**config.mk**
```make
export PLATFORM = sky130hd
export DESIGN_NAME = inst_encoder
export DESIGN_NICKNAME = d
export VERILOG_FILES = /design/src/rtl/inst_encoder.sv
export SDC_FILE = /design/constraint.sdc
export NUM_CORES = 1
export LEC_CHECK = 0
export ABC_AREA = 0
export BUFFER_PORTS_ARGS = -buffer_cell sky130_fd_sc_hd__buf_2
export CELL_PAD_IN_SITES_DETAIL_PLACEMENT = 1
export CELL_PAD_IN_SITES_GLOBAL_PLACEMENT = 2
export CORE_MARGIN = 2
export CORE_UTILIZATION = 29
export DETAILED_ROUTE_END_ITERATION = 8
export PLACE_DENSITY = 0.88
export SETUP_SLACK_MARGIN = 0.2
export SKIP_CTS_REPAIR_TIMING = 1
export SKIP_LAST_GASP = 1
export SYNTH_ARGS = -nofsm -noshare
export SYNTH_HDL_FRONTEND = slang
export SYNTH_SLANG_ARGS = --single-unit
export TNS_END_PERCENT = 10
```
**constraint.sdc**
```tcl
create_clock -name clk -period 2.5 [get_ports clk]
set_clock_uncertainty 0.1 [all_clocks]
set_input_delay 0 -clock clk [delete_from_list [all_inputs] [get_ports clk]]
set_output_delay 0 -clock clk [all_outputs]
set_load 0.1 [all_outputs]
```
**src/rtl/inst_encoder.sv**
```systemverilog
// RV32I instruction encoder: packs register fields and a sign-extended
// immediate into one instruction word, range-checks the immediate, and
// tags each legal word with an auto-incrementing imem word address.
// Ports:
//   clk, rst                  clock, async active-high reset
//   in_valid/in_ready         input handshake
//   imm_type                  001 I, 010 B, 011 S, 100 J, 101 U, else R
//   opcode..rs2, imm          instruction fields, full byte-offset imm
//   base_load/base_addr       reload the address counter
//   clr_err                   clear err and err_cnt
//   out_valid/out_ready       output handshake
//   out_inst/out_addr         encoded word and its write address
//   err/err_cnt               sticky reject flag, saturating reject count
//   word_cnt                  words emitted since reset, saturating
module inst_encoder #(
   parameter int ADDR_W   = 8,
   parameter int ERRCNT_W = 8
) (
   input  logic                clk,
   input  logic                rst,
   input  logic                in_valid,
   output logic                in_ready,
   input  logic [2:0]          imm_type,
   input  logic [6:0]          opcode,
   input  logic [2:0]          funct3,
   input  logic [6:0]          funct7,
   input  logic [4:0]          rd,
   input  logic [4:0]          rs1,
   input  logic [4:0]          rs2,
   input  logic [31:0]         imm,
   input  logic                base_load,
   input  logic [ADDR_W-1:0]   base_addr,
   input  logic                clr_err,
   output logic                out_valid,
   input  logic                out_ready,
   output logic [31:0]         out_inst,
   output logic [ADDR_W-1:0]   out_addr,
   output logic                err,
   output logic [ERRCNT_W-1:0] err_cnt,
   output logic [ADDR_W:0]     word_cnt
);

   logic                out_valid_q, out_valid_d;
   logic [31:0]         out_inst_q, out_inst_d;
   logic [ADDR_W-1:0]   out_addr_q, out_addr_d;
   logic [ADDR_W-1:0]   addr_q, addr_d;
   logic                err_q, err_d;
   logic [ERRCNT_W-1:0] err_cnt_q, err_cnt_d;
   logic [ADDR_W:0]     word_cnt_q, word_cnt_d;

   logic [31:0] enc;
   logic        legal;
   logic        accept;
   logic        hs_out;
   logic        sx11, sx12, sx20;

   // Upper immediate bits all copies of the sign bit
   assign sx11 = (&imm[31:11]) | ~(|imm[31:11]);
   assign sx12 = (&imm[31:12]) | ~(|imm[31:12]);
   assign sx20 = (&imm[31:20]) | ~(|imm[31:20]);

   always_comb begin
      enc   = '0;
      legal = 1'b1;
      unique case (imm_type)
         3'b001: begin
            enc   = {imm[11:0], rs1, funct3, rd, opcode};
            legal = sx11;
         end
         3'b011: begin
            enc   = {imm[11:5], rs2, rs1, funct3, imm[4:0], opcode};
            legal = sx11;
         end
         3'b010: begin
            enc   = {imm[12], imm[10:5], rs2, rs1, funct3,
                     imm[4:1], imm[11], opcode};
            legal = sx12 & ~imm[0];
         end
         3'b100: begin
            enc   = {imm[20], imm[10:1], imm[11], imm[19:12],
                     rd, opcode};
            legal = sx20 & ~imm[0];
         end
         3'b101: begin
            enc   = {imm[31:12], rd, opcode};
            legal = ~(|imm[11:0]);
         end
         default: begin
            enc   = {funct7, rs2, rs1, funct3, rd, opcode};
            legal = 1'b1;
         end
      endcase
   end

   assign in_ready = ~out_valid_q | out_ready;
   assign accept   = in_valid & in_ready;
   assign hs_out   = out_valid_q & out_ready;

   always_comb begin
      out_valid_d = out_valid_q;
      out_inst_d  = out_inst_q;
      out_addr_d  = out_addr_q;
      addr_d      = addr_q;
      err_d       = err_q;
      err_cnt_d   = err_cnt_q;
      word_cnt_d  = word_cnt_q;
      if (hs_out) begin
         out_valid_d = 1'b0;
         if (word_cnt_q != '1)
            word_cnt_d = word_cnt_q + (ADDR_W+1)'(1);
      end
      if (clr_err) begin
         err_d     = 1'b0;
         err_cnt_d = '0;
      end
      if (accept) begin
         if (legal) begin
            out_valid_d = 1'b1;
            out_inst_d  = enc;
            out_addr_d  = addr_q;
            addr_d      = addr_q + ADDR_W'(1);
         end else begin
            // A reject in the same cycle as clr_err still counts
            err_d = 1'b1;
            if (clr_err)
               err_cnt_d = ERRCNT_W'(1);
            else if (err_cnt_q != '1)
               err_cnt_d = err_cnt_q + ERRCNT_W'(1);
         end
      end
      // Load wins over increment; captured word used the old value
      if (base_load)
         addr_d = base_addr;
   end

   always_ff @(posedge clk or posedge rst) begin
      if (rst) begin
         out_valid_q <= 1'b0;
         out_inst_q  <= '0;
         out_addr_q  <= '0;
         addr_q      <= '0;
         err_q       <= 1'b0;
         err_cnt_q   <= '0;
         word_cnt_q  <= '0;
      end else begin
         out_valid_q <= out_valid_d;
         out_inst_q  <= out_inst_d;
         out_addr_q  <= out_addr_d;
         addr_q      <= addr_d;
         err_q       <= err_d;
         err_cnt_q   <= err_cnt_d;
         word_cnt_q  <= word_cnt_d;
      end
   end

   assign out_valid = out_valid_q;
   assign out_inst  = out_inst_q;
   assign out_addr  = out_addr_q;
   assign err       = err_q;
   assign err_cnt   = err_cnt_q;
   assign word_cnt  = word_cnt_q;

endmodule

```
# == Yosys cells after proc, flatten, opt, wreduce, memory -nomap -nowiden ==
# Index checks and enable logic that the tools add are counted.
# word_totals
reg_bits,67
input_bits,81
output_inout_bits,60
wordCells,60
# op_classes
addsub,3
eq_ne,7
n_mux,16
n_bitwise,14
n_reduce_logical,13
# op_table
op,n
32-bit case mux with 5 select lines,1
8-bit 2-to-1 mux,8
12-bit OR reduction,2
21-bit AND reduction,1
21-bit OR reduction,1
20-bit AND reduction,1
20-bit OR reduction,1
8-bit by 1-bit adder with 8-bit output (second input constant),2
12-bit AND reduction,1
9-bit by 1-bit adder with 9-bit output (second input constant),1
9-bit inequality test (second input constant),1
8-bit inequality test (second input constant),1
3-bit by 2-bit equality test with 1-bit output (second input constant),2
3-bit equality test (second input constant),2
1-bit 2-to-1 mux,6
1-bit NOT,6
2-bit AND reduction,3
1-bit bitwise AND,4
1-bit bitwise OR,4
1-bit case mux with 4 select lines,1
2-bit nonzero test,2
3-bit by 1-bit equality test with 1-bit output (second input constant),1
2-bit OR reduction,1

# == Logic depth before layout (Yosys ltp) ==
# logic_depth
depth_word,8
mapped_depth,11
mapped_depth_nobuf,10

# == Worst setup path after synthesis ==
# Ideal clock, no wire load.
# synth_timing
kind,flip-flop to flip-flop
startpoint,"register out_valid_q, in the netlist out_valid"
endpoint,"register out_addr_q[0], in the netlist out_addr[0]"
setup_ns,0.126
arrival_time_ns,3.014
slack_ns,-0.740
stages_incl_launch_ff,7
path_buffers,2
period_less_slack_ns,3.240
cell_sequence,dfrtp_1 -> nand2b_1 -> and2_1 -> clkbuf_1 -> o21ai_2 -> buf_2 -> mux2_2
# synth_between
elab_chain_cells,4
# synth_lines
item,line,source
from (decl),43,"logic out_valid_q, out_valid_d;"
from (signal assigned),146,out_valid_q <= out_valid_d;
1-bit NOT,95,assign in_ready = ~out_valid_q | out_ready;
1-bit bitwise OR,95,
net in_ready,22,"output logic in_ready,"
1-bit bitwise AND,96,assign accept = in_valid & in_ready;
2-bit AND reduction (no source line),--,
to (signal assigned),148,out_addr_q <= out_addr_d;
to (decl),45,"logic [ADDR_W-1:0] out_addr_q, out_addr_d;"
# The timed path passes the listed nets, and every way through them passes these cells.
# A chain may end at the register's enable or synchronous reset.

# == Worst setup path in the final report ==
# layout_timing
startpoint,"register word_cnt_q[0], in the netlist word_cnt[0]"
endpoint,"register word_cnt_q[7], in the netlist word_cnt[7]"
# layout_between
elab_chain_cells,2
elab_cells_between_ends,3
cone_classes,add/sub (1); eq/ne (1); reduce/logical (1)
# layout_lines
item,line,source
from (decl),49,"logic [ADDR_W:0] word_cnt_q, word_cnt_d;"
from (signal assigned),152,word_cnt_q <= word_cnt_d;
"parallel branches: the longest is 2 deep, another holds 9-bit by 1-bit adder with 9-bit output",--,
# Several ways; the timed one is not identified.

==> impl_metrics.toml <==
[yosys]
ys_ff_latch = 67
async_reset_ff_share_pct = 100
yosys_most_used_dff = "dfrtp_1"
yosys.cell_count.top_type = "dfrtp_1"
netlist_top_cells_count = "dfrtp_1, nand2_1, o21ai_0"
synth.net_count = 467
yosys-top-cells-area = "dfrtp_1, mux2_2, mux2i_1"
synth-seq-area-share_pct = 45.3
yosys_warnings = 0
ys_types = 54
netlist.area_leader.share_pct = 45.3
postSynthAreaPerCell_um2 = 9.69
synthesis.area_mm2 = 0.00370
syn_inst = 382
synth_edf_count = 0
yosysTopAreaCell = "dfrtp_1"

[drt]
first_pass_iters = 4
vias_per_cell = 5.04
drtIter0Drc = 189
routed_wl_mm = 12.9
drc_errors = 0
vias = 3787
routedWlPerCell_um = 17.1
antenna_left = 0

[clock_network]
tritoncts = "built"
cts_buffers = 9
clock_path_buffers = 2
path_clk_slew_ps = 60
clock_sinks = 67
htreeDepth = 3
clkLatencyLatePin_ps = 330
cts_root_buf = "clkbuf_16"

[hold_path]
hold_class = "in -> reg"

[global_routing]
grt-ovfl-total = 0
grt_pass1_wl_mm = 19.1
grt_pass1_vias = 3721
grt_max_degree = 44
grt_util_all_layers_pct = 18.1
antenna_found_initial = 0

[pwr]
ir_drop_mv = 0.441
powerDensity_mw_per_mm2 = 900
p_leak_nw = 2.60

[sta]
max_freq_mhz = 475
setup_viol = 0
hold_violations = 4
fin_crit_ps = 2110
worst_pin_slew_ps = 719
finalHoldWorstSlack_ps = -66.4
rsz0062_at_grt = "no"
fin_ws_ps = 394
slew_violations = 0
timing.final.crit_share_pct = 84.2
slew_headroom_pct = 51.6
finalSetupTns_ps = 0

[floorplan]
die-area_mm2 = 0.0137
start_util_pct = 29.6
die_height_um = 117
rows = 41
coreArea_mm2 = 0.0125
num_io_pins = 141
die_w_um = 117

[outcome]
violations = "hold timing"
status = "finished with violations"

[placed_design]
place.gp.congestion = 0.800
port_buffers = 140
preCtsSetupSlack_ps = 190
place_hpwl_mm = 9.13

[worst_setup_path]
cp_data_required_time_ps = 2620
crit_type = "reg -> reg"
cp_max_fo = 5
end_kind = "flop"
startpoint_type = "flop"
arrival_ps = 2230

[cells_and_area]
area_growth_pct = 47.6
fill_cells = 1499
fin_nets = 658
drive_gt1_share_pct = 36.3
utilization_pct = 43.7

[run]
drv_cap = 0
-- power breakdown --
part           total (mW)  switching [mW]  internal (mW)
clock                1.20           0.498          0.698
sequential           1.45           0.159           1.30
combinational        2.27            1.82          0.448
-- cells by family (layout without fill, tap and decap cells) --
logic type	count (synthesis)	after routing	synth area share, %
compound gates	95	95	17.2
simple gates	133	133	17.7
fa+ha+maj	4	4	1.35
other cells	0	1	0
mux	43	43	12.3
buf+inv	28	224	3.24
flops	67	67	45.3
xor+xnor	12	12	2.84
-- worst max-delay path, cell delays in order (launching register included) --
cell,delay [ps]
dfrtp_2,440
ha_2,200
and3_4,190
nand3_2,70
nor2_1,50
ha_2,170
or2_4,260
nor2_4,110
and3_4,200
nand3_2,80
xnor2_1,130
-- flip-flops by register name (all words and copies together) (netlist names) --
register   flops
addr_q         8
err            1
word_cnt       9
out_inst      32
out_addr       8
out_valid      1
err_cnt        8
-- layout by cell type, fill, tap and decap left out, types with 4 or more instances in the layout --
cell           instances
o21ai_0               31
dfrtp_1               62
clkbuf_16              9
dlygate4sd3_1         50
nand2_1               52
a2111oi_0              7
buf_2                140
o22ai_1                7
and3_1                 5
inv_1                  4
nor3_1                 5
xor2_1                 4
nand4_1                6
buf_4                 12
a21oi_1               14
a22oi_1                4
xnor2_1                8
mux2i_1               22
mux2_2                21
a221o_1                6
nor2b_1                8
nand3_1               11
nor2_1                18
dfrtp_2                5
nor4_1                 7
-- through the flow --
stage | std cells | cell area (um^2) | hold WS (ps) | power [mW]
finish | 751 | 5470 | -66.4 | 4.92
global route | 750 | 5460 | 2.97 | 5.13
CTS | 700 | 4960 | -304 | 4.89
detailed placement | 684 | 4680 | 59.0 | 3.67
global placement | 684 | 4680 | 43.5 | 3.63
floorplan | 382 | 3760 | 7.27 | 3.23
-- final cells by class --
class | instances | area, um^2 | area share (%)
timing repair buffer | 203 | 1310 | 24.0
sequential | 67 | 1680 | 30.8
inverter | 5 | 18.8 | 0.343
tap | 172 | 215 | 3.94
clock buffer | 10 | 239 | 4.37
clock inverter | 6 | 40.0 | 0.733
antenna | 1 | 2.50 | 0.0458
multi-input combinational | 287 | 1960 | 35.8
-- final timing paths --
| check | from | depth (start not counted) | slack (ps) | end |
|---|---|---|---|---|
| worst max-delay path | word_cnt[0] | 10 | 390 | word_cnt[7] |
| worst min-delay path | imm[18] | 3 | -70 | out_inst[18] |
| worst max register to register | word_cnt[0] | 10 | 390 | word_cnt[7] |
| worst min register to register | out_inst[22] | 2 | 370 | out_inst[22] |
| max in group asynchronous | rst | 4 | 1390 | word_cnt[0] |
| min in group asynchronous | rst | 3 | 240 | out_inst[3] |
-- layer usage --
metal	vias up	track usage, %	routed length (um)
met5	-	0	0
met1	1873	24.3	5770
met2	97	29.2	6380
met3	18	3.30	484
met4	0	6.43	241
li1	1799	-	-
No activity file was read; power rests on OpenSTA's default activity.
